--- src/rtl/fetch_pkg.sv ---
// Shared types and default widths for the instruction-fetch sequencer.
package fetch_pkg;

  localparam int unsigned DEF_ADDR_W = 5;
  localparam int unsigned DEF_DATA_W = 32;

  typedef enum logic [1:0] {
    IDLE  = 2'd0,
    FETCH = 2'd1,
    DRAIN = 2'd2,
    DONE  = 2'd3
  } state_e;

  typedef struct packed {
    logic [DEF_ADDR_W-1:0] pc;
    logic [DEF_DATA_W-1:0] instr;
  } fetch_entry_t;

endpackage

--- src/rtl/fetch_fifo.sv ---
// Two-entry synchronous FIFO holding {pc, instr} words between ROM and decode.
module fetch_fifo
  import fetch_pkg::*;
#(
  parameter int unsigned W = $bits(fetch_entry_t)
) (
  input  logic         clk,
  input  logic         rst_n,
  input  logic         flush,
  input  logic         push,
  input  logic         pop,
  input  logic [W-1:0] din,
  output logic [W-1:0] dout,
  output logic         full,
  output logic         empty
);

  logic [W-1:0] mem [2];
  logic         wr_ptr;
  logic         rd_ptr;
  logic [1:0]   count;

  // Flush drops all entries; a concurrent pop has already been taken by the consumer.
  always_ff @(posedge clk or negedge rst_n) begin
    if (!rst_n) begin
      mem[0] <= '0;
      mem[1] <= '0;
      wr_ptr <= 1'b0;
      rd_ptr <= 1'b0;
      count  <= 2'd0;
    end else if (flush) begin
      wr_ptr <= 1'b0;
      rd_ptr <= 1'b0;
      count  <= 2'd0;
    end else begin
      if (push) begin
        mem[wr_ptr] <= din;
        wr_ptr      <= ~wr_ptr;
      end
      if (pop) begin
        rd_ptr <= ~rd_ptr;
      end
      case ({push, pop})
        2'b10:   count <= count + 2'd1;
        2'b01:   count <= count - 2'd1;
        default: count <= count;
      endcase
    end
  end

  assign dout  = mem[rd_ptr];
  assign full  = (count == 2'd2);
  assign empty = (count == 2'd0);

endmodule

--- src/rtl/fetch_ctrl.sv ---
// Instruction-fetch sequencer: owns the PC, addresses the ROM and feeds decode
// through a two-entry buffer with valid/ready handshake.
module fetch_ctrl
  import fetch_pkg::*;
#(
  parameter int unsigned          ADDR_W    = DEF_ADDR_W,
  parameter int unsigned          DATA_W    = DEF_DATA_W,
  parameter logic [ADDR_W-1:0]    LAST_ADDR = ADDR_W'(14)
) (
  input  logic              clk,
  input  logic              rst_n,
  input  logic              start,
  input  logic              redirect_valid,
  input  logic [ADDR_W-1:0] redirect_addr,
  output logic [ADDR_W-1:0] rom_addr,
  input  logic [DATA_W-1:0] rom_instr,
  output logic              out_valid,
  output logic [DATA_W-1:0] out_instr,
  output logic [ADDR_W-1:0] out_pc,
  input  logic              out_ready,
  output logic              busy,
  output logic              done
);

  localparam int unsigned ENTRY_W = ADDR_W + DATA_W;

  state_e              state, state_nx;
  logic [ADDR_W-1:0]   pc, pc_nx;
  logic                fifo_push, fifo_flush, fifo_full, fifo_empty, pop;
  logic [ENTRY_W-1:0]  fifo_din, fifo_dout;

  assign pop       = out_valid && out_ready;
  assign fifo_din  = {pc, rom_instr};
  assign out_valid = !fifo_empty;
  assign {out_pc, out_instr} = fifo_dout;
  assign rom_addr  = pc;

  // Next-state, PC and buffer control; a redirect overrides any push that cycle.
  always_comb begin
    state_nx   = state;
    pc_nx      = pc;
    fifo_push  = 1'b0;
    fifo_flush = 1'b0;
    case (state)
      IDLE, DONE: begin
        if (start) begin
          state_nx   = FETCH;
          pc_nx      = '0;
          fifo_flush = 1'b1;
        end
      end
      FETCH: begin
        if (redirect_valid) begin
          fifo_flush = 1'b1;
          pc_nx      = redirect_addr;
          state_nx   = (redirect_addr <= LAST_ADDR) ? FETCH : DRAIN;
        end else if (!fifo_full || pop) begin
          fifo_push = 1'b1;
          if (pc == LAST_ADDR) begin
            state_nx = DRAIN;
          end else begin
            pc_nx = pc + ADDR_W'(1);
          end
        end
      end
      DRAIN: begin
        if (redirect_valid) begin
          fifo_flush = 1'b1;
          pc_nx      = redirect_addr;
          state_nx   = (redirect_addr <= LAST_ADDR) ? FETCH : DRAIN;
        end else if (fifo_empty || (pop && !fifo_full)) begin
          state_nx = DONE;
        end
      end
      default: state_nx = IDLE;
    endcase
  end

  always_ff @(posedge clk or negedge rst_n) begin
    if (!rst_n) begin
      state <= IDLE;
      pc    <= '0;
      busy  <= 1'b0;
      done  <= 1'b0;
    end else begin
      state <= state_nx;
      pc    <= pc_nx;
      busy  <= (state_nx == FETCH) || (state_nx == DRAIN);
      done  <= (state_nx == DONE);
    end
  end

  fetch_fifo #(.W(ENTRY_W)) u_fifo (
    .clk   (clk),
    .rst_n (rst_n),
    .flush (fifo_flush),
    .push  (fifo_push),
    .pop   (pop),
    .din   (fifo_din),
    .dout  (fifo_dout),
    .full  (fifo_full),
    .empty (fifo_empty)
  );

endmodule

--- config.mk ---
export PLATFORM = sky130hd
export DESIGN_NAME = fetch_ctrl
export DESIGN_NICKNAME = d
export VERILOG_FILES = /design/src/rtl/fetch_pkg.sv /design/src/rtl/fetch_fifo.sv /design/src/rtl/fetch_ctrl.sv
export SDC_FILE = /design/constraint.sdc
export NUM_CORES = 1
export LEC_CHECK = 0
export ABC_CLOCK_PERIOD_IN_PS = 2950
export BUFFER_PORTS_ARGS = -buffer_cell sky130_fd_sc_hd__buf_2
export CAP_MARGIN = 25
export CORE_UTILIZATION = 50
export CTS_CLUSTER_SIZE = 8
export DETAILED_ROUTE_END_ITERATION = 7
export PLACE_DENSITY_LB_ADDON = 0.15
export SLEW_MARGIN = 10
export SYNTH_ARGS = -nofsm -noshare
export SYNTH_HDL_FRONTEND = slang
export SYNTH_SLANG_ARGS = --single-unit
--- constraint.sdc ---
create_clock -name clk -period 2.95 [get_ports clk]
set_clock_uncertainty 0.1 [all_clocks]
set_input_delay 0.7375 -clock clk [delete_from_list [all_inputs] [get_ports clk]]
set_output_delay 0.7375 -clock clk [all_outputs]
set_load 0.05 [all_outputs]
-- After elaboration in Yosys (flattened, before gate mapping)
Index checks and enable logic that the tools add are counted.
- output and inout bits: 45
- logic and storage cells: 84
- register bits after elaboration: 87
- input port bits: 42
- equal/unequal tests: 14
- $lt $le $gt $ge: 4
- reductions and logical operators: 17
- add/sub/neg operators: 3
- multiplexer cells: 32
- bitwise operators: 5
- operator list (cell ; number):
    $mux W37 ; 4
    $bwmux W74 ; 1
    $demux W37 S1 ; 1
    $mux W5 ; 5
    $mux W2 ; 8
    $pmux W5 S3 ; 1
    $eq A2 B2 Y1 const B ; 6
    $mux W1 ; 9
    $eq A2 B1 Y1 const B ; 3
    $ne A3 B3 Y1 const B ; 2
    $pmux W2 S3 ; 1
    $add A5 B1 Y5 const B ; 1
    $eq A5 B4 Y1 const B ; 1
    $le A5 B4 Y1 const B ; 1
    $ge A2 B2 Y1 const B ; 2
    $logic_not A2 Y1 ; 2
    $ne A2 B2 Y1 const B ; 2
    $not A1 Y2 ; 2
    $pmux W2 S2 ; 1
    $reduce_and A4 Y1 ; 1
    $reduce_bool A2 Y1 ; 2
    $reduce_or A2 Y1 ; 2
    $logic_and A1 B1 Y1 ; 3
    $logic_or A1 B1 Y1 ; 3
    other kinds (8) ; 11

-- Longest topological paths before layout
Gate-level depths: netlist of the first run.
- depth after elaboration: 10
- mapped depth: 8
- gate-level depth less buffers: 7

-- By module
A second synthesis of the first run with hierarchy kept.
- cells, all modules: 287
- area, all modules: 4275.4 sq um
- by module, submodules not included (module ; area an instance (sq um) ; cells an instance ; seq. area each (sq um) ; instances):
    fetch_fifo ; 3562.2 ; 217 ; 1951.9 ; 1
    fetch_ctrl ; 713.2 ; 70 ; 225.2 ; 1

-- Least setup slack after synthesis of the first run
Ideal clock, no wire load.
- path kind: flip-flop to flip-flop
- from: reg state[0]
- to: reg u_fifo.mem[69] in the netlist's numbering
- arrival time: 2129 ps
- required time: 2722 ps
- slack: 593 ps
- period minus slack after synthesis: 2357 ps
- buffers on the path: 2
- setup time: 128 ps
- stages on the path, launching flop included: 8
- cells stage by stage: dfrtp_1 > inv_1 > ha_1 > buf_2 > mux2_4 > nor4_4 > buf_6 > mux2_1
- longest elaborated chain between the ends: 5
- elaborated cells on any way between the ends: 10
- classes of those cells: eq/ne: 3; mux: 2; bitwise: 1; reduce/logical: 4
- RTL lines (what ; RTL line ; source):
    from (decl) ; fetch_ctrl.sv:27 ; state_e state, state_nx;
    from (signal assigned) ; fetch_ctrl.sv:86 ; state <= state_nx;
    $eq A2 B2 Y1 (tied with other cells) ; fetch_ctrl.sv:44 ; case (state)
    $reduce_or A2 Y1 (on tied branches) ; -- ;
    $pmux W1 S2 ; fetch_ctrl.sv:44 ;
    $not A1 Y1 (no line) ; -- ;
    $reduce_and A2 Y1 (no line) (*) ; -- ;
    to (signal, indexed assignment) ; fetch_fifo.sv:37 ; mem[wr_ptr] <= din;
    to (decl) ; fetch_fifo.sv:18 ; logic [W-1:0] mem [2];
Mark *: on every way between the ends. The rest lies on a longest branch, timed or not.
A chain may end at the register's enable or synchronous reset.

-- Final worst setup path of the first run
- from: reg u_fifo.rd_ptr
- to: out out_instr[22]
- longest elaborated chain between the ends: 4
- RTL lines (what ; RTL line ; source):
    from (decl) ; fetch_fifo.sv:20 ; logic rd_ptr;
    from (signal assigned) ; fetch_fifo.sv:41 ; rd_ptr <= ~rd_ptr;
    $not A1 Y2 (not written as such) ; fetch_fifo.sv:51 ; assign dout = mem[rd_ptr];
    $mux W37 (not written as such) (3 in series) ; fetch_fifo.sv:51 ;
    to (decl) ; fetch_ctrl.sv:18 ; output logic [DATA_W-1:0] out_instr,
No other way between the ends. The select of a mux whose other input is x is not followed.

==> results.md, run 1 <==
* Outcome: complete, no violations
* CP arrival at 1.74 ns
* I/O pin count at 87
* # DRC at 0
* Antenna-violating nets left at 0
* Initial antenna violation count at 0
* Seq/Total Area, Yosys at 0.5351
* Global-route wire length before repair at 12910 um
* # H-tree levels at 3
* Hold-fix buffers, CTS at 0
* Commonest cells after routing, fill and taps aside: dfrtp_1, buf_2, mux2_2
* Top cell type's share of synthesized area at 0.5351
* Slowest CP cell: dfrtp_2
* CTS buffer count at 9
* Largest net degree at the start of global routing at 47
* Required @ worst endpoint at 2.11 ns
* Mean post-synth cell area at 13.89 um2
* DR iter-0 viols at 63
* RSZ-0062 raised after global routing: no
* Clock tree buffer depth at 2
* Fmax at 0.3876 GHz
* Routed wire length at 7820 um
* Crit Path Category: flip-flop to primary output
* Slew Limit Fails at 0
* Maxcap violations at 0
* Worst-path clk slew at 0.08 ns
* Period Utilization, post-route at 0.8745
* Critical path depth at 3
* Chip height at 92.21 um
* Measured slew at the worst slew-check pin at 0.5855 ns
* CTS root buffer: clkbuf_8
* WHS at 0.2700 ns
* Worst setup EP type: primary output
* HP Class: input pin to asynchronous set/reset pin
* CTS sink cnt at 87
* Syn_nets at 340
* Area Growth Syn to Fin at 19.07%
* Cell count after synthesis at 293
* Initial Util at 0.5212
* WP buf/inv at 2
* I/O Buffers at 86
* Synth top area cells: dfrtp_1, mux2_2, mux2_1
* Max transition margin at 0.6096
* Drt wl/cell at 15.93 um
* Router iterations before antenna repair at 4
* Die ar. at 0.008503 mm2
* Power density cells at 1256 mW/mm2
* Startpoint types: flip-flop
* # resized after CTS at 0
* Core Region at 0.007807 mm2
* Final number of setup-violating endpoints at 0
* Post-DR vias/cell at 5.422
* Vias in the first global route at 2569
* Final core utilization at 0.6205
* GRT Overall Usage at 0.1978
* Synthesis Warnings at 0
* Worst skew pair latency at 0.35 ns
* CTS tree: built
* Most common cell after layout, fill and taps aside: dfrtp_1
* Min Tclk post-route at 2.580 ns
* # nets final at 431
* Worst vdd ir at 0.6034 mV
* Slowest stage delay, CP at 0.57 ns
* Standard-cell rows at 32
* Cell accounting for the most synthesized area: dfrtp_1
* Leak pwr at 2.330 nW
* Endpoints failing hold at 0
* Synthesis-stage register bit count at 87
* Via count at 2662
* Cell Area, Synth at 0.004069 mm2
* Post-synth cell types at 43
* Fraction of layout cells with a size suffix above 1 at 0.5116
* Chip width at 92.21 um
* Post-CTS Setup Bufs at 0
* Grt ovf at 0
* Top cell family by delay on the critical path: flip-flops
* R2r worst-path depth at 6
* Setup_tns at 0 ns
* N_diodes at 0
* CP Max Fanout at 27
* Post-DP HPWL at 5577 um
* GP Congestion at 0.8372
* Cell-by-cell trace of the critical path: buf_12 -> mux2_2 -> buf_2
==> cell type report <==
type                    count  area, um2
clock inverters             4      51.30
flip-flops and latches     87       2178
multi-input cells         186       1788
repair buffers             95      525.5
inverters                   5      18.77
clock buffers              12      155.1
fillers                   656       2963
well taps                 102      127.6
==> Yosys cell counts <==
cell type / n
and3_1: 1
xnor2_1: 1
a22o_1: 1
a31o_2: 1
mux2i_1: 1
nor3b_2: 1
o21bai_1: 1
nand4_1: 1
a211o_1: 1
a21oi_1: 5
nor3_1: 4
nor4_4: 1
ha_1: 5
o41ai_1: 2
a22oi_1: 2
nor4_1: 1
a211oi_1: 2
or3_1: 1
clkbuf_1: 7
buf_6: 3
nand3_1: 1
mux2_1: 30
a41o_1: 1
nand4b_1: 1
a2bb2oi_1: 2
nand2b_1: 3
a311o_1: 1
or2_2: 1
or3b_2: 1
inv_1: 5
nand2_1: 10
buf_2: 5
nand2_2: 1
o2bb2ai_1: 5
xor2_1: 2
dfrtp_1: 87
mux2_2: 81
o31ai_1: 1
mux2_4: 1
o21ai_0: 4
o311ai_0: 1
o211ai_1: 1
nor2_1: 6
==> kinds of logic (layout without fill, tap and decap cells) <==
| group | count (synthesis) | count (layout) | share of synthesized area |
|---|---|---|---|
| multiplexers | 113 | 113 | 0.3133 |
| flip-flops | 87 | 87 | 0.5351 |
| AND/OR/NAND/NOR | 34 | 34 | 0.04736 |
| AO/OA/AOI/OAI | 31 | 31 | 0.05689 |
| buffers and inverters | 20 | 116 | 0.02552 |
| adder cells (fa/ha/maj) | 5 | 5 | 0.01538 |
| XOR/XNOR | 3 | 3 | 0.006459 |
==> through the flow <==
stage	cells	power (mW)	worst slack [ns]	area (um2)
floorplan	293	4.592	0.5932	4069
global placement	475	5.209	0.5222	4638
detailed placement	475	5.288	0.4353	4638
CTS	491	6.144	0.3310	4845
global route	491	6.408	0.2991	4845
finish	491	6.085	0.3703	4845
==> worst register-to-register path: cells and delay by family, from the launching register on <==
kind / cells / cell delay, ns
buffers and inverters: 2 / 0.43
multiplexers: 2 / 0.76
AND/OR/NAND/NOR: 1 / 0.17
adder cells (fa/ha/maj): 1 / 0.44
flip-flops: 1 / 0.41
==> path summary, 6_finish.rpt <==
path	to	startpoint	slack, ns
setup reg to reg	u_fifo.mem[39]$_DFFE_PN0P_	state[0]$_DFF_PN0_	0.53
setup / recovery	out_instr[22]	u_fifo.rd_ptr$_DFFE_PN0P_	0.37
max in group asynchronous	u_fifo.mem[33]$_DFFE_PN0P_	rst_n	1.87
hold / removal	u_fifo.mem[10]$_DFFE_PN0P_	rst_n	0.27
hold reg to reg	u_fifo.mem[59]$_DFFE_PN0P_	u_fifo.mem[59]$_DFFE_PN0P_	0.39
min in group clk	u_fifo.mem[59]$_DFFE_PN0P_	u_fifo.mem[59]$_DFFE_PN0P_	0.39
==> flip-flops by register name (all words and copies together), names as in the netlist <==
signal and cells:
done 1, u_fifo.mem 74, state 2, rom_addr 5, busy 1, u_fifo.rd_ptr 1
u_fifo.count 2, u_fifo.wr_ptr 1
==> metal layers <==
layer,routed length (um),vias to the layer above,GRT usage
li1,-,1255,-
met1,3648,1330,0.2709
met2,3775,68,0.3134
met3,327,9,0.04478
met4,69,0,0.06250
met5,0,-,0
==> report_power, final <==
group	switching [mW]	internal (mW)	leakage [nW]
sequential	0.334	1.74	1.10
combinational	2.05	1.10	1.12
clock	0.411	0.440	0.103
Note: power is estimated with default switching activity, not from simulation.
==> run 2, diff against run 1 <==
- ABC_AREA: default -> 1
==> run 2 against run 1 <==
Compared with the run above: via count rose by 35%; die area rose by 2.7%; sequential cell count did not move; first-iteration DRC count rose to 2.7 times the previous value; wire length rose by 16%; register-to-register slack improved by 0.30 ns; combinational power rose by 6.3%; global-route usage rose by 3.2 points; non-clock buffer count fell by 1; fmax fell by 4.5%; setup slack got worse by 0.12 ns; critical path depth rose by 1.
==> results.md, run 2 <==
* HP Class: input pin to asynchronous set/reset pin
* Fraction of layout cells with a size suffix above 1 at 0.1990
* Clock tree buffer depth at 2
* I/O pin count at 87
* Commonest cells after routing, fill and taps aside: nand2_1, o21ai_0, dfrtp_1
* Period Utilization, post-route at 0.9159
* Post-synth cell types at 25
* Drt wl/cell at 12.69 um
* Chip width at 93.44 um
* Syn_nets at 577
* Via count at 3602
* CP arrival at 1.86 ns
* Fmax at 0.3701 GHz
* # nets final at 655
* Startpoint types: flip-flop
* Largest register FFs at 74
* Measured slew at the worst slew-check pin at 0.6868 ns
* Min Tclk post-route at 2.702 ns
* Setup_tns at 0 ns
* Leak pwr at 2.565 nW
* Post-DP HPWL at 6252 um
* Antenna-violating nets left at 0
* Initial antenna violation count at 0
* Clk pwr share at 0.157
* Non-filler cells, final at 715
* # DRC at 0
* Non-Filler Cell Area, Final at 0.004925 mm2
* Worst-path clk slew at 0.09 ns
* Cell count after placement at 699
* WHS at 0.3091 ns
* Cell Area, Placed at 0.004681 mm2
* Post-synth top cells: nand2_1, o21ai_0, dfrtp_1, inv_1, o21ai_1
* Synth Flop Type: dfrtp_1
* Combinational group share of total power at 0.525
* Standard-cell rows at 32
* # H-tree levels at 3
* Area Growth Syn to Fin at 17.81%
* Synth top area cells: dfrtp_1, nand2_1, o21ai_0
* Cell-by-cell trace of the critical path: buf_4 -> nand2_1 -> o21ai_0 -> buf_2
* Initial Util at 0.5300
* Number of synthesized flops with an enable pin at 0
* Synthesis-stage register bit count at 87
* Power density cells at 1300 mW/mm2
* Required @ worst endpoint at 2.11 ns
* Worst setup EP type: primary output
* Final core utilization at 0.6244
* Asr flop ratio synth at 1.000
* Outcome: complete, no violations
* CTS buffer count at 9
* # resized after CTS at 0
* Sw power at 3.297 mW
* Crit Path Category: flip-flop to primary output
* CTS tree: built
* Worst skew pair latency at 0.36 ns
* Die ar. at 0.008730 mm2
* Vias in the first global route at 3504
* Slew Limit Fails at 0
* Worst vdd ir at 0.8184 mV
* Synthesis Warnings at 0
* GP Congestion at 0.8965
* RSZ-0062 raised after global routing: no
* Flip-flop and latch area at 0.002178 mm2
* Global-route wire length before repair at 15770 um
* Fillers at 723
* Most common cell after layout, fill and taps aside: nand2_1
* Hold-fix buffers, CTS at 0
* Cell count after synthesis at 530
* Largest Register: u_fifo.mem
* Final number of setup-violating endpoints at 0
* I/O Buffers at 86
* Core Region at 0.007888 mm2
* Cell accounting for the most synthesized area: dfrtp_1
* Switching Fraction at 0.5149
* Cell Area, Synth at 0.004180 mm2
* CTS sink cnt at 87
* Chip height at 93.44 um
* Post-DR vias/cell at 5.038
* GRT Overall Usage at 0.2301
* Sequential Power Share at 0.318
* Max transition margin at 0.5421
* CTS root buffer: clkbuf_8
* Seq/Total Area, Yosys at 0.5208
* Area occupied by multi-input gates at 0.001633 mm2
* Post-CTS Setup Bufs at 0
* DR iter-0 viols at 173
* Top-count cell post-synth: nand2_1
* Internal cell power at 3.107 mW
* N_diodes at 0
* Slowest CP cell: dfrtp_2
* Maxcap violations at 0
* Mean post-synth cell area at 7.887 um2
* Largest net degree at the start of global routing at 54
* Endpoints failing hold at 0
* Top cell type's share of synthesized area at 0.5208
* Grt ovf at 0
* Router iterations before antenna repair at 4
* CP Max Fanout at 38
* Slowest stage delay, CP at 0.78 ns
* Routed wire length at 9076 um
==> run 2: cell types whose count changed in the layout (fill, tap and decap cells not counted), moves of 10 or more <==
cell / previous run / this run
nand2_1: 10 / 190
o21ai_1: 0 / 20
inv_1: 5 / 56
mux2_2: 81 / 0
mux2_1: 30 / 0
o21ai_0: 4 / 90
nand3_1: 1 / 11
==> run 2: power groups by stage <==
stage / registers [mW] / logic, mW / clock network (mW)
floorplan: 2.06 / 2.61 / 0
global placement: 2.05 / 3.32 / 0
detailed placement: 2.06 / 3.38 / 0
CTS: 2.04 / 3.39 / 1.02
global route: 2.11 / 3.68 / 1.07
finish: 2.04 / 3.36 / 1.00
==> run 2: layout make-up <==
cell class | instances | area share
Sequential cell | 87 | 0.4423
Multi-Input combinational cell | 357 | 0.3316
Timing Repair Buffer | 94 | 0.1052
Inverter | 59 | 0.04548
Tap cell | 102 | 0.02591
Clock buffer | 9 | 0.02515
Clock inverter | 7 | 0.02439
==> run 2: kinds of logic after synthesis <==
logic type,after synthesis,synth area share
flip-flops,87,0.5208
XOR/XNOR,1,0.002096
adder cells (fa/ha/maj),5,0.01497
AND/OR/NAND/NOR,225,0.2179
AO/OA/AOI/OAI,126,0.1544
buffers and inverters,86,0.08979
==> run 2: critical path: cells and delay by family (launching register included) <==
family	cells	cell delay, ns
and+or+nand+nor	1	0.06
DFF	1	0.78
buffers and inverters	2	0.58
AOI/OAI and AO/OA	1	0.08
==> run 2: through the flow <==
stage / total power [mW] / worst slack (ns)
5_1_grt: 6.861 / 0.08064
2_1_floorplan: 4.666 / 0.2389
4_1_cts: 6.454 / 0.2309
6_report: 6.404 / 0.2480
3_3_place_gp: 5.373 / 0.5756
3_5_place_dp: 5.442 / 0.5326
==> run 2: path summary, 6_finish.rpt <==
kind                                            from                    endpoint  slack (ns)  cells after the start
max                        u_fifo.rd_ptr$_DFFE_PN0P_                out_instr[5]        0.25                      4
min                                            rst_n  u_fifo.mem[57]$_DFFE_PN0P_        0.31                      1
max reg2reg                       state[1]$_DFF_PN0_  u_fifo.mem[53]$_DFFE_PN0P_        0.83                      8
min reg2reg                u_fifo.mem[0]$_DFFE_PN0P_   u_fifo.mem[0]$_DFFE_PN0P_        0.40                      2
max in group asynchronous                      rst_n     rom_addr[4]$_DFFE_PN0P_        1.80                      2
min in group clk           u_fifo.mem[0]$_DFFE_PN0P_   u_fifo.mem[0]$_DFFE_PN0P_        0.40                      2
==> run 2: per-layer routing <==
layer / part of all wire / up-vias / track usage
met3: 0.062 / 11 / 0.04065
met2: 0.46 / 85 / 0.3848
met4: 0.015 / 0 / 0.08718
met5: 0 / - / 0
met1: 0.46 / 1675 / 0.2983
li1: - / 1831 / -
